**src/rtl/exec_cond_stage_pkg.sv**
```systemverilog
// Shared types for the execute-stage condition logic: ARM condition codes,
// NZCV bit positions and the M-stage control bundle.
package exec_cond_stage_pkg;

    typedef enum logic [3:0] {
        COND_EQ = 4'h0,
        COND_NE = 4'h1,
        COND_CS = 4'h2,
        COND_CC = 4'h3,
        COND_MI = 4'h4,
        COND_PL = 4'h5,
        COND_VS = 4'h6,
        COND_VC = 4'h7,
        COND_HI = 4'h8,
        COND_LS = 4'h9,
        COND_GE = 4'hA,
        COND_LT = 4'hB,
        COND_GT = 4'hC,
        COND_LE = 4'hD,
        COND_AL = 4'hE
    } cond_e;

    localparam int N_BIT = 3;
    localparam int Z_BIT = 2;
    localparam int C_BIT = 1;
    localparam int V_BIT = 0;

    typedef struct packed {
        logic valid;
        logic pcsrc;
        logic regwrite;
        logic memtoreg;
        logic memwrite;
    } m_ctrl_t;

endpackage

```
**src/rtl/exec_cond_stage_cond_check.sv**
```systemverilog
// cond_check: evaluates an ARM condition field against NZCV flags.
// Purely combinational so any predicated stage can reuse it.
import exec_cond_stage_pkg::*;

module cond_check (
    input  logic [3:0] cond,
    input  logic [3:0] flags,
    output logic       cond_ex
);

    logic n, z, c, v;

    assign n = flags[N_BIT];
    assign z = flags[Z_BIT];
    assign c = flags[C_BIT];
    assign v = flags[V_BIT];

    // Condition table; AL and the 4'hF encoding both always pass.
    always_comb begin
        cond_ex = 1'b1;
        case (cond)
            COND_EQ: cond_ex = z;
            COND_NE: cond_ex = ~z;
            COND_CS: cond_ex = c;
            COND_CC: cond_ex = ~c;
            COND_MI: cond_ex = n;
            COND_PL: cond_ex = ~n;
            COND_VS: cond_ex = v;
            COND_VC: cond_ex = ~v;
            COND_HI: cond_ex = c & ~z;
            COND_LS: cond_ex = ~c | z;
            COND_GE: cond_ex = (n == v);
            COND_LT: cond_ex = (n != v);
            COND_GT: cond_ex = ~z & (n == v);
            COND_LE: cond_ex = z | (n != v);
            default: cond_ex = 1'b1;
        endcase
    end

endmodule

```
**src/rtl/exec_cond_stage.sv**
```systemverilog
// exec_cond_stage: condition evaluation, NZCV flag ownership, squashing of
// failed-condition instructions and the execute-to-memory pipeline register.
// Optional macro EXEC_SQUASH_CNT_EN adds a saturating SquashCnt output that
// counts instructions killed by their condition.
import exec_cond_stage_pkg::*;

module exec_cond_stage #(
    parameter int DATA_W = 32,
    parameter int REG_AW = 4
`ifdef EXEC_SQUASH_CNT_EN
    ,
    parameter int CNT_W  = 16
`endif
) (
    input  logic              clk,
    input  logic              reset,
    input  logic              ValidE,
    input  logic [3:0]        CondE,
    input  logic [1:0]        FlagWriteE,
    input  logic              PCSrcE,
    input  logic              RegWriteE,
    input  logic              MemtoRegE,
    input  logic              MemWriteE,
    input  logic [3:0]        ALUFlags,
    input  logic [DATA_W-1:0] ALUResultE,
    input  logic [DATA_W-1:0] WriteDataE,
    input  logic [REG_AW-1:0] WA3E,
    input  logic              StallM,
    input  logic              FlushM,
    output logic              CondExE,
    output logic              BranchTakenE,
    output logic [3:0]        Flags,
    output logic              ValidM,
    output logic              PCSrcM,
    output logic              RegWriteM,
    output logic              MemtoRegM,
    output logic              MemWriteM,
    output logic [DATA_W-1:0] ALUResultM,
    output logic [DATA_W-1:0] WriteDataM,
    output logic [REG_AW-1:0] WA3M
`ifdef EXEC_SQUASH_CNT_EN
    ,
    output logic [CNT_W-1:0]  SquashCnt
`endif
);

    logic    pass;
    logic    commit;
    m_ctrl_t m_q;

    cond_check u_cond_check (
        .cond    (CondE),
        .flags   (Flags),
        .cond_ex (CondExE)
    );

    assign pass         = ValidE & CondExE;
    assign commit       = pass & ~StallM & ~FlushM;
    assign BranchTakenE = PCSrcE & CondExE & ValidE & ~FlushM;

    // Architectural flags change only when the instruction actually commits,
    // so a stalled instruction keeps seeing the same flags.
    always_ff @(posedge clk or negedge reset) begin
        if (!reset) begin
            Flags <= 4'b0000;
        end else if (commit) begin
            if (FlagWriteE[1]) begin
                Flags[N_BIT] <= ALUFlags[N_BIT];
                Flags[Z_BIT] <= ALUFlags[Z_BIT];
            end
            if (FlagWriteE[0]) begin
                Flags[C_BIT] <= ALUFlags[C_BIT];
                Flags[V_BIT] <= ALUFlags[V_BIT];
            end
        end
    end

    // M register: flush beats stall beats normal advance.
    always_ff @(posedge clk or negedge reset) begin
        if (!reset) begin
            m_q        <= '0;
            ALUResultM <= '0;
            WriteDataM <= '0;
            WA3M       <= '0;
        end else if (FlushM) begin
            m_q        <= '0;
            ALUResultM <= '0;
            WriteDataM <= '0;
            WA3M       <= '0;
        end else if (!StallM) begin
            m_q.valid    <= pass;
            m_q.pcsrc    <= PCSrcE & pass;
            m_q.regwrite <= RegWriteE & pass;
            m_q.memtoreg <= MemtoRegE & pass;
            m_q.memwrite <= MemWriteE & pass;
            ALUResultM   <= ALUResultE;
            WriteDataM   <= WriteDataE;
            WA3M         <= WA3E;
        end
    end

    assign ValidM    = m_q.valid;
    assign PCSrcM    = m_q.pcsrc;
    assign RegWriteM = m_q.regwrite;
    assign MemtoRegM = m_q.memtoreg;
    assign MemWriteM = m_q.memwrite;

`ifdef EXEC_SQUASH_CNT_EN
    // Saturating count of real instructions dropped by a failed condition.
    always_ff @(posedge clk or negedge reset) begin
        if (!reset) begin
            SquashCnt <= '0;
        end else if (ValidE & ~CondExE & ~StallM & ~FlushM & (SquashCnt != '1)) begin
            SquashCnt <= SquashCnt + 1'b1;
        end
    end
`endif

endmodule

```
**config.mk**
```make
export PLATFORM = sky130hd
export DESIGN_NAME = exec_cond_stage
export DESIGN_NICKNAME = d
export VERILOG_FILES = /design/src/rtl/exec_cond_stage_pkg.sv /design/src/rtl/exec_cond_stage_cond_check.sv /design/src/rtl/exec_cond_stage.sv
export SDC_FILE = /design/constraint.sdc
export NUM_CORES = 1
export LEC_CHECK = 0
export ABC_AREA = 1
export ABC_CLOCK_PERIOD_IN_PS = 3240
export BUFFER_PORTS_ARGS = -buffer_cell sky130_fd_sc_hd__buf_2
export CAP_MARGIN = 20
export CORE_MARGIN = 3
export CORE_UTILIZATION = 49
export DETAILED_ROUTE_END_ITERATION = 10
export PLACE_DENSITY = 0.85
export SYNTH_ARGS = -nofsm -noshare
export SYNTH_HDL_FRONTEND = slang
export SYNTH_SLANG_ARGS = --single-unit
```
**constraint.sdc**
```tcl
create_clock -name clk -period 3.24 [get_ports clk]
set_input_delay 0 -clock clk [delete_from_list [all_inputs] [get_ports clk]]
set_output_delay 0 -clock clk [all_outputs]
set_load 0.02 [all_outputs]
```
After elaboration in Yosys (flattened, before gate mapping)
Cells that the tools add are included.
{"block": "op_classes", "eq_ne": 16, "muxes": 9, "bitwise": 20, "n_reduce_logical": 3}
{"cell": "$mux W32", "count": 4}
{"cell": "$eq A4 B4 Y1 const B", "count": 6}
{"cell": "$eq A4 B3 Y1 const B", "count": 4}
{"cell": "$pmux W1 S14", "count": 1}
{"cell": "$and A1 B1 Y1", "count": 12}
{"cell": "$mux W5", "count": 2}
{"cell": "$eq A4 B2 Y1 const B", "count": 2}
{"cell": "$mux W4", "count": 2}
{"cell": "$not A1 Y1", "count": 6}
{"cell": "$eq A4 B1 Y1 const B", "count": 1}
{"cell": "$logic_not A4 Y1", "count": 1}
{"cell": "$reduce_and A2 Y1", "count": 2}
{"cell": "$ne A2 B1 Y1 const B", "count": 1}
{"cell": "$or A1 B1 Y1", "count": 2}
{"cell": "$eq A1 B1 Y1", "count": 1}
{"cell": "$ne A1 B1 Y1", "count": 1}
{"block": "totals", "regBits": 77, "output_inout_bits": 79, "word_cells": 58}

Logic depth before layout (Yosys ltp)
{"block": "logic_depth", "word_depth": 7, "depth_mapped": 12}

Modules after synthesis
Synthesis repeated with hierarchy kept, for this count alone.
{"block": "hier_totals", "hier_cells": 381, "area_unflattened_um2": 3139.3}
{"module": "exec_cond_stage", "instances": 1, "cells_per_inst": 331, "area_per_inst_um2": 2934.1, "seq_area_each_um2": 1926.8}
{"module": "cond_check", "instances": 1, "cells_per_inst": 50, "area_per_inst_um2": 205.2, "seq_area_each_um2": 0.0}

Least setup slack after synthesis
OpenSTA, ideal clock, no wires.
{"block": "synth_path", "kind": "register -> register", "startpoint": "register Flags[3]", "endpoint": "register Flags[0]", "arrival_time_ns": 1.303, "setup_slack_ns": 1.819, "path_stages_with_launch": 12, "n_path_buf": 0, "path_cell_list": "dfrtp_1 -> inv_1 -> nand2_1 -> nand3_2 -> nand2_1 -> nand2_2 -> inv_1 -> nor2_2 -> nand2_2 -> nand4_1 -> nand2_1 -> nand2_1"}
{"block": "synth_via", "elab_chain_len": 7, "elab_cells_between_ends": 10}
{"element": "from (decl)", "line_no": "exec_cond_stage.sv:32", "text": "output logic [3:0] Flags,"}
{"element": "from (signal, indexed assignment)", "line_no": "exec_cond_stage.sv:68", "text": "Flags[N_BIT] <= ALUFlags[N_BIT];"}
{"element": "from (signal, indexed assignment)", "line_no": "exec_cond_stage.sv:69", "text": "Flags[Z_BIT] <= ALUFlags[Z_BIT];"}
{"element": "from (signal, indexed assignment)", "line_no": "exec_cond_stage.sv:72", "text": "Flags[C_BIT] <= ALUFlags[C_BIT];"}
{"element": "$ne A1 B1 Y1 or $eq A1 B1 Y1 (tied branches)"}
{"element": "$or A1 B1 Y1 or $and A1 B1 Y1 (tied branches)", "line_no": "exec_cond_stage_cond_check.sv:35, exec_cond_stage_cond_check.sv:34"}
{"element": "$pmux W1 S14 *", "line_no": "exec_cond_stage_cond_check.sv:21", "text": "case (cond)"}
{"element": "named net CondExE", "line_no": "exec_cond_stage.sv:30", "text": "output logic CondExE,"}
{"element": "$and A1 B1 Y1 *", "line_no": "exec_cond_stage.sv:57", "text": "assign pass = ValidE & CondExE;"}
{"element": "$and A1 B1 Y1 * (2 in series)", "line_no": "exec_cond_stage.sv:58", "text": "assign commit = pass & ~StallM & ~FlushM;"}
{"element": "$reduce_and A2 Y1 (no source line) *"}
The timed path passes the listed nets; every way through them passes the cells marked *.
A chain may end at the register's enable or synchronous reset.

Worst setup path after layout
{"block": "layout_path", "startpoint": "register Flags[1]", "endpoint": "register Flags[3]"}
{"block": "layout_via", "elab_chain_len": 7, "elab_cells_between_ends": 8}
{"element": "$not A1 Y1", "line_no": "exec_cond_stage_cond_check.sv:25, exec_cond_stage_cond_check.sv:31"}
{"element": "$or A1 B1 Y1", "line_no": "exec_cond_stage_cond_check.sv:31", "text": "COND_LS: cond_ex = ~c | z;"}
{"element": "$pmux W1 S14 *", "line_no": "exec_cond_stage_cond_check.sv:21"}
{"element": "$and A1 B1 Y1 *", "line_no": "exec_cond_stage.sv:57"}
{"element": "$and A1 B1 Y1 * (2 in series)", "line_no": "exec_cond_stage.sv:58"}
{"element": "$reduce_and A2 Y1 (no source line) *"}
Mark *: on every way between the ends. The rest lies on a longest branch, timed or not.

==> qor.csv <==
stage,metric,value,unit
placed_design,placed_area,4177,µm²
synthesis,synth_fp_nets,484,
route,wl_met1,4.324,mm
route,via_count,3813,
grt,overflow,0,
power,internal_power,1.530,mW
power,p_clk_frac,0.283,
grt,grt_pass1_vias,3752,
setup_path,reg2reg_slack,1230,ps
floorplan,fp-row-count,29,
route,viasPerCell,5.340,
floorplan,pin_count,166,
cts,cts_tree,yes,
timing,setup_viol_count_final,0,
route,post_drt_wl_per_cell,16.43,µm
cells_and_area,fill_cells,393,
grt,antenna_found_initial,0,
power,pwr-share-seq,0.481,
setup_path,start_kind,register,
route,route.met3.wl,1.235,mm
power,leakage,3.029,nW
route,drc_errors,0,
synthesis,ys_ff_latch,77,
cts,clockRootBuffer,clkbuf_8,
cts,cts_sinks,77,
timing,slew_headroom,0.3746,
placed_design,gp_congestion,0.8959,
route,drt_iter0_markers,244,
synthesis,ys_warn_count,0,
cells_and_area,fin_area,5151,µm²
placed_design,port_buffers,165,
setup_path,path_class,register to register,
placed_design,post-place-cells,619,
timing,grt_setup_unrepaired,false,
floorplan,die_height,88.35,µm
synthesis,synth_top_cell_by_area,dfrtp_1,
power,ir_drop,0.2889,mV
synthesis,yosysSeqAreaShare,0.5798,
synthesis,ys_types,21,
cells_and_area,antenna-diode-count,0,
cts,cts_buffer_depth,2,
job,cap_violations,0,
setup_path,cp.required,3530,ps
cts,cts_buffers,9,
cells_and_area,drive_gt1_frac,0.3140,
timing,worst_slack,1233,ps
setup_path,cp-end-kind,register,
synthesis,netlist.area_leader.share,0.5798,
placed_design,dpl.hpwl,6.201,mm
timing,min_period,2007,ps
power,p_switching,729.0,µW
route,drt-pass1-iter-count,6,
min_path,holdCritPathClass,input pin to register,
cells_and_area,area_growth,55.01,%
cts,h-tree-depth,3,
timing,finalHoldViolCount,0,
timing,max_freq,498.4,MHz
synthesis,synth_area_leaders,"dfrtp_1 (58%), nand2_1 (20%), nand3_1 (12%)",
timing,slew_viol_final,0,
cts,worstSkewPairLatency,340,ps
route,ant_nets,0,
floorplan,fp.dieW,88.35,µm
outcome,outcome,finished clean,
timing,period_share,0.6193,
cells_and_area,fin_cells,714,
floorplan,die_area,7806,µm²
cells_and_area,nets,721,
power,comb_power_share,0.236,
route,dr_wl_met2,5.714,mm
setup_path,worstPathMaxFanout,10,
grt,grt_pass1_wl,18.17,mm
placed_design,post-place-ws,1772,ps
timing,worstMarginPinSlew,938.0,ps
floorplan,start_util,0.5145,
route,dr.max_layer_used,met4,
cells_and_area,final_common_cell,nand2_1,
power,p_per_area,438.5,nW/µm²
timing,skew,5.003,ps
setup_path,critPathArrivalTime,2290,ps
floorplan,coreArea,6459,µm²
power,sw_frac_of_total,0.3227,
timing,fin_tns_setup,0,ps
synthesis,netlist_instances,397,
synthesis,syn_area_per_cell,8.371,µm²
grt,track_usage,0.3054,
synthesis,synth_area,3323,µm²
cts,ctsResizeCount,0,
cts,clk_pin_slew,80,ps
cells_and_area,final_cell_mix,"nand2_1 (176), buf_2 (164), dlygate4sd3_1 (81), nand3_1 (78), dfrtp_1 (77)",
route,drt-total-wl,11.73,mm
grt,grt_max_degree,78,
cells_and_area,fin_util,0.7976,
[cells by family after synthesis]
family / synth area share
buf+inv: 0.04857
compound gates: 0.005648
simple gates: 0.3660
flops: 0.5798
[power by group through the flow]
stage                     sequential [mW]  clock [mW]  combinational [mW]
final                                1.09       0.640               0.533
after global routing                 1.09       0.683               0.579
after CTS                            1.08       0.643               0.520
after detailed placement             1.10           0               0.448
after global placement               1.10           0               0.438
after floorplan                      1.17           0               0.180
[flip-flops by register name, indices dropped and copies added, names as in the netlist]
signal and cells:
WA3M 4, ALUResultM 32, PCSrcM 1, MemWriteM 1, MemtoRegM 1, WriteDataM 32
RegWriteM 1, Flags 4, ValidM 1
[layer usage]
layer | GRT usage | vias up
met5 | 0 | -
met4 | 0.1346 | 0
met3 | 0.07821 | 47
met2 | 0.5078 | 293
met1 | 0.3774 | 1741
li1 | - | 1732
[timing repair]
action,4_1_cts,5_1_grt
hold buffers,81,0
hold endpoints to repair,153,0
setup buffers,0,0
[cell usage after synthesis]
| library cell | n |
|---|---|
| buf_2 | 9 |
| nand2_1 | 176 |
| inv_2 | 4 |
| nor2_2 | 1 |
| clkbuf_1 | 12 |
| nor2_1 | 8 |
| nand3_1 | 78 |
| buf_1 | 2 |
| clkinv_1 | 3 |
| nand3_2 | 3 |
| nor3_1 | 1 |
| o21ai_2 | 1 |
| inv_1 | 7 |
| buf_6 | 1 |
| nor2_8 | 1 |
| and2_1 | 1 |
| nand2_2 | 3 |
| dfrtp_1 | 77 |
| nor2_4 | 1 |
| nand4_1 | 6 |
| a21oi_1 | 2 |
[final cells by class]
class / count / area (µm²) / share of cell area
Inverter: 14 / 52.55 / 0.01020
Sequential cell: 77 / 1927 / 0.3741
Clock inverter: 4 / 26.28 / 0.005101
Clock buffer: 10 / 137.6 / 0.02672
Timing Repair Buffer: 250 / 1669 / 0.3240
Tap cell: 77 / 96.34 / 0.01870
Multi-Input combinational cell: 282 / 1242 / 0.2412
[metrics by stage]
stage / hold WS, ps / total power [mW]
3_5_place_dp: 213.6 / 1.544
3_3_place_gp: 200.4 / 1.534
5_1_grt: 24.13 / 2.354
2_1_floorplan: -295.6 / 1.354
6_report: 19.65 / 2.259
4_1_cts: 8.523 / 2.242
[worst max-delay path, cell delays in order (launching register included)]
cell and delay (ps):
dfrtp_1 420, inv_1 110, nand2_1 80, nand3_1 90, nand3_1 140, nand3_2 110, nor2_4 50, nor2_8 150
nand4_1 120, dlygate4sd3_1 610, nand2_1 70
[final timing paths]
kind | from | endpoint | depth (start not counted)
max | Flags[1] | Flags[3] | 10
min | FlagWriteE[1] | Flags[3] | 4
max reg2reg | Flags[1] | Flags[3] | 10
min reg2reg | WriteDataM[18] | WriteDataM[18] | 2
max in group asynchronous | reset | PCSrcM | 2
min in group asynchronous | reset | WriteDataM[15] | 2
No activity file was read; power rests on OpenSTA's default activity.
